## src/rtl/lc3b_types.sv

```systemverilog
// Shared LC-3b type definitions used by the CPU memory port and the memory responder.
package lc3b_types;

    typedef logic [15:0] lc3b_word;
    typedef logic [1:0]  lc3b_mem_wmask;

    // Upper bound on the responder latency; sets the width of its countdown register.
    localparam int LC3B_MEM_MAX_LATENCY = 15;

endpackage

```

## src/rtl/lc3b_mem_array.sv

```systemverilog
// Single-port DEPTH x 16 RAM: synchronous byte-lane write, combinational read.
// Each byte lane is its own array so a lane write never touches the other half.
module lc3b_mem_array
    import lc3b_types::*;
#(
    parameter int DEPTH = 256
) (
    input  logic                     clk,
    input  logic [$clog2(DEPTH)-1:0] addr_i,
    input  lc3b_mem_wmask            we_i,
    input  lc3b_word                 wdata_i,
    output lc3b_word                 rdata_o
);

    generate
        for (genvar gi = 0; gi < 2; gi++) begin : g_lane
            logic [7:0] mem_q [DEPTH];

            // Lane write: bit gi of the write mask owns bits [8*gi+7 : 8*gi].
            always_ff @(posedge clk) begin
                if (we_i[gi]) begin
                    mem_q[addr_i] <= wdata_i[gi*8 +: 8];
                end
            end

            assign rdata_o[gi*8 +: 8] = mem_q[addr_i];
        end
    endgenerate

endmodule

```

## src/rtl/lc3b_mem_responder.sv

```systemverilog
// LC-3b memory responder: accepts mem_read/mem_write, completes them after LATENCY
// cycles with a one-cycle mem_resp, backed by lc3b_mem_array.
// Optional feature macro: LC3B_MEM_ADDR_CHECK_EN (out-of-range word index -> mem_error,
// write suppressed, read data 0). Without it the word index wraps modulo DEPTH.
module lc3b_mem_responder
    import lc3b_types::*;
#(
    parameter int LATENCY = 3,
    parameter int DEPTH   = 256
) (
    input  logic          clk,
    input  logic          rst,
    input  logic          mem_read,
    input  logic          mem_write,
    input  lc3b_word      mem_address,
    input  lc3b_word      mem_wdata,
    input  lc3b_mem_wmask mem_byte_enable,
    output lc3b_word      mem_rdata,
    output logic          mem_resp,
    output logic          mem_error
);

    localparam int         AW       = $clog2(DEPTH);
    localparam logic [3:0] CNT_LOAD = 4'(LATENCY - 1);

    typedef enum logic [1:0] {IDLE, BUSY, RESP} state_t;

    state_t        state_q;
    logic [3:0]    cnt_q;
    logic [14:0]   idx_q;
    lc3b_word      wdata_q;
    lc3b_mem_wmask be_q;
    logic          write_q;
    lc3b_word      rdata_q;
    logic          resp_q;
    logic          error_q;

    logic          req;
    logic [14:0]   acc_idx;
    lc3b_word      acc_wdata;
    lc3b_mem_wmask acc_be;
    logic          acc_write;
    logic          enter_resp;
    logic          in_range;
    lc3b_mem_wmask arr_we;
    lc3b_word      arr_rdata;

    // Select the live request in IDLE (needed when LATENCY is 1) or the latched one
    // otherwise, and flag the cycle whose closing edge enters RESP.
    always_comb begin
        req        = mem_read | mem_write;
        enter_resp = 1'b0;
        if (state_q == IDLE) begin
            acc_idx    = mem_address[15:1];
            acc_wdata  = mem_wdata;
            acc_be     = mem_byte_enable;
            acc_write  = mem_write;
            enter_resp = req && (LATENCY == 1);
        end else begin
            acc_idx    = idx_q;
            acc_wdata  = wdata_q;
            acc_be     = be_q;
            acc_write  = write_q;
            enter_resp = (state_q == BUSY) && (cnt_q == 4'd1);
        end
    end

`ifdef LC3B_MEM_ADDR_CHECK_EN
    assign in_range = ({1'b0, acc_idx} < 16'(DEPTH));
`else
    assign in_range = 1'b1;
`endif

    // Reset gates the write so an access aborted by reset never commits.
    assign arr_we = (enter_resp && acc_write && in_range && !rst) ? acc_be : 2'b00;

    lc3b_mem_array #(
        .DEPTH(DEPTH)
    ) u_array (
        .clk     (clk),
        .addr_i  (acc_idx[AW-1:0]),
        .we_i    (arr_we),
        .wdata_i (acc_wdata),
        .rdata_o (arr_rdata)
    );

    // Access FSM with countdown, request latches and registered outputs.
    always_ff @(posedge clk or posedge rst) begin
        if (rst) begin
            state_q <= IDLE;
            cnt_q   <= 4'd0;
            idx_q   <= '0;
            wdata_q <= '0;
            be_q    <= '0;
            write_q <= 1'b0;
            rdata_q <= 16'h0000;
            resp_q  <= 1'b0;
            error_q <= 1'b0;
        end else begin
            resp_q  <= enter_resp;
            error_q <= enter_resp && !in_range;
            if (enter_resp && !acc_write) begin
                rdata_q <= in_range ? arr_rdata : 16'h0000;
            end
            case (state_q)
                IDLE: begin
                    if (req) begin
                        idx_q   <= mem_address[15:1];
                        wdata_q <= mem_wdata;
                        be_q    <= mem_byte_enable;
                        write_q <= mem_write;
                        cnt_q   <= CNT_LOAD;
                        state_q <= (LATENCY == 1) ? RESP : BUSY;
                    end
                end
                BUSY: begin
                    cnt_q <= cnt_q - 4'd1;
                    if (cnt_q == 4'd1) begin
                        state_q <= RESP;
                    end
                end
                RESP:    state_q <= IDLE;
                default: state_q <= IDLE;
            endcase
        end
    end

    assign mem_rdata = rdata_q;
    assign mem_resp  = resp_q;
    assign mem_error = error_q;

endmodule

```

## config.mk

```make
export PLATFORM = sky130hd
export DESIGN_NAME = lc3b_mem_responder
export DESIGN_NICKNAME = d
export VERILOG_FILES = /design/src/rtl/lc3b_types.sv /design/src/rtl/lc3b_mem_array.sv /design/src/rtl/lc3b_mem_responder.sv
export SDC_FILE = /design/constraint.sdc
export NUM_CORES = 2
export LEC_CHECK = 0
export BUFFER_PORTS_ARGS = -buffer_cell sky130_fd_sc_hd__buf_2
export CAP_MARGIN = 15
export CORE_MARGIN = 2
export CORE_UTILIZATION = 40
export CTS_CLUSTER_DIAMETER = 60
export DETAILED_ROUTE_END_ITERATION = 12
export GPL_TIMING_DRIVEN = 1
export HOLD_SLACK_MARGIN = 0.08
export MAX_ROUTING_LAYER = met4
export PLACE_DENSITY_LB_ADDON = 0.1
export REMOVE_ABC_BUFFERS = 1
export SLEW_MARGIN = 20
export SYNTH_ARGS = -nofsm -noshare
export SYNTH_HDL_FRONTEND = slang
export SYNTH_HIERARCHICAL = 1
export SYNTH_SLANG_ARGS = --single-unit
```

## constraint.sdc

```tcl
create_clock -name clk -period 6.4 [get_ports clk]
set_input_delay 1.6 -clock clk [delete_from_list [all_inputs] [get_ports clk]]
set_output_delay 1.6 -clock clk [all_outputs]
set_load 0.05 [all_outputs]
```

==> flow_summary.toml <==
[power]
p_comb_share_pct = 34.1
power.switching_w = 0.0309
finalPower_w = 0.0918
cellLeakagePower_nw = 56.2
pwr-share-clk_pct = 27.5
peakVddDrop_uv = 495
seqPwrFrac_pct = 38.4
powerDensity_nw_per_um2 = 503
swShare_pct = 33.7
internal_power_w = 0.0608

[synthesis]
ys_ff_latch = 4146
synth_edf_count = 4096
yosysUniqueCellTypes = 41
synth_flop_cell = "edfxtp_1"
syn_area_um2 = 159000
yosysWarnings = 6
seq_area_frac_synth_pct = 78.4
avgSynthCellArea_um2 = 22.1
synthCells = 7177
async_flop_share_pct = 1.21

[sta]
period_needed_ns = 5.61
fin_crit_sh_pct = 87.6
slew_headroom_pct = 10.6
fin_tns_setup_ns = 0
clock.fmax_ghz = 0.178
final_hold_viol_count = 0
setup_viol = 0
grt_setup_unrepaired = "false"
fin_worst_skew_ns = 0.0365
slew_viol_final = 0
worst_slew_pin_slew_ns = 1.32

[place]
routabilityCongestion = 0.782
place_hpwl_um = 244000
numPortBuffers = 46

[clock_network]
cts_resized = 0
clk-insertion-delay-late_ns = 0.97
cts_tree = "built"
clk_pin_slew_ns = 0.06
cts_made_buffers = 445
clock_sink_count = 4146
h-tree-depth = 5
cts-hold-fix-buffers = 0
post-cts-setup-buffers = 0
cts-root-buf = "clkbuf_16"
cts_buffer_depth = 4

[worst_setup_path]
crit_path_start_kind = "register"
critPathCaptureType = "register"
arrival_ns = 6.45
crit_type = "reg2reg"
cp.required_ns = 7.24
path_max_fanout = 38

[cells_and_area]
area_growth_pct = 15.0
drive_gt1_share_pct = 28.2
fin_nets = 7680

[grt]
grt_max_degree = 212
grt_pass1_wl_um = 593000
grt_antenna_before_repair = 25
grt_pass1_vias = 77900
grt_overflow = 0
grt_use_total_pct = 21.4

[routing]
vias = 75500
drt-total-wl_um = 421000
drc = 0
first_pass_iters = 6
drt-initial-drc-count = 7648
avgRoutedWirePerCell_um = 31.7
drt-vias-per-instance = 5.70
antenna_left = 0

[outcome]
status = "finished, final reports clean"

[floorplan]
core_um2 = 395000
die_y_um = 634
ioPinCount = 56
rows = 231
dieArea_um2 = 401000
start_util_pct = 40.1
die_w_um = 634

[job]
max-cap-violations = 0

[min_path]
hold_path_class = "reg2reg"
==> logic make-up after synthesis <==
family | after synthesis | synth area share, %
fa+ha+maj | 2 | 0.0158
simple gates | 612 | 1.55
mux | 1094 | 15.1
buf+inv | 481 | 1.38
other cells | 1 | 0.00237
compound gates | 841 | 3.62
flops | 4146 | 78.4
==> cell usage in the layout (no fill, tap or decap), types with 13 or more instances in the layout <==
cell,count
a21oi_1,256
a22oi_1,512
buf_12,79
buf_2,46
buf_4,364
bufinv_16,43
clkbuf_1,93
clkbuf_16,454
clkinv_1,82
clkinv_2,78
clkinvlp_4,19
dfrtp_1,50
diode_2,15
edfxtp_1,4096
inv_6,13
mux2_2,38
mux2_8,18
mux4_2,1024
nand2_1,17
nand2_4,13
nand3_1,16
nand4_1,16
nor2_1,516
o41ai_1,58
==> registers in the layout, indices dropped and copies added (netlist names) <==
name	count
mem_rdata	16
u_array/g_lane.mem_q	4096
mem_resp	1
state_q	2
write_q	1
idx_q	8
wdata_q	16
cnt_q	4
be_q	2
==> power by group through the flow <==
stage | combinational, W | sequential (W) | clock (W)
3_3_place_gp | 0.0315 | 0.0358 | 0
2_1_floorplan | 0.0143 | 0.0363 | 0
3_5_place_dp | 0.0320 | 0.0358 | 0
5_1_grt | 0.0332 | 0.0353 | 0.0268
4_1_cts | 0.0321 | 0.0352 | 0.0258
6_report | 0.0313 | 0.0353 | 0.0252
==> final timing paths <==
| check | from | end | slack (ns) | depth (start not counted) |
|---|---|---|---|---|
| setup / recovery | state_q[1] | mem_rdata[12] | 0.79 | 11 |
| hold / removal | cnt_q[3] | cnt_q[3] | 0.50 | 1 |
| setup reg to reg | state_q[1] | mem_rdata[12] | 0.79 | 11 |
| hold reg to reg | cnt_q[3] | cnt_q[3] | 0.50 | 1 |
| max in group asynchronous | rst | mem_resp | 4.63 | 3 |
| min in group asynchronous | rst | mem_rdata[14] | 0.71 | 2 |
==> metal layers <==
| layer | global-route usage [%] | up-vias | share of wire [%] | wire length, µm |
|---|---|---|---|---|
| li1 | - | 31400 | - | - |
| met1 | 28.9 | 41300 | 42 | 176000 |
| met2 | 34.9 | 2235 | 50 | 211000 |
| met3 | 2.42 | 585 | 5.4 | 22500 |
| met4 | 5.60 | 0 | 2.7 | 11300 |
| met5 | - | - | 0 | 0 |
==> critical path: stages, from the launching register on <==
cell,delay [ns]
dfrtp_1,0.50
nor2_4,0.70
mux2_8,0.77
buf_12,0.35
buf_4,0.27
mux4_2,0.51
a22oi_1,0.25
a21oi_1,0.25
o41ai_1,1.18
buf_4,0.25
nand4_1,0.08
mux2_2,0.28
==> Yosys cell counts (all sizes together) (3+ instances only) <==
cell type / n / area share [%]
mux4: 1024 / 15
nand2b: 4 / 0.021
buf: 171 / 0.65
o41ai: 64 / 0.35
clkbuf: 303 / 0.72
and2: 3 / 0.012
dfrtp: 50 / 0.79
a21oi: 256 / 0.81
edfxtp: 4096 / 78
o21ai: 5 / 0.016
nand2: 30 / 0.071
inv: 7 / 0.017
nor2: 519 / 1.2
nor2b: 8 / 0.032
nand4: 16 / 0.063
nand3: 20 / 0.063
mux2i: 4 / 0.025
mux2: 66 / 0.49
a22oi: 512 / 2.4
==> layout make-up <==
class                   instances  area, µm²
diodes                         15       37.5
clock buffers                 556      11800
clock inverters               251       2450
fillers                     33100     213000
inverters                       7       27.5
multi-input cells            2550      32700
flip-flops and latches       4146     124000
well taps                    5242       6560
repair buffers                490       4570
==> metrics by stage <==
stage / area, µm² / hold WS (ns) / util [%] / std cells / setup slack [ns]
2_1_floorplan: 156000 / 0.440 / - / 6703 / -27.00
3_3_place_gp: 168000 / 0.479 / 42.5 / 12400 / 0.548
3_5_place_dp: 168000 / 0.492 / 42.5 / 12400 / 0.513
4_1_cts: 182000 / 0.508 / 46.1 / 13200 / 0.842
5_1_grt: 182000 / 0.523 / 46.1 / 13200 / 0.554
6_report: 182000 / 0.503 / 46.1 / 13300 / 0.793
(Power assumes the default switching activity.)
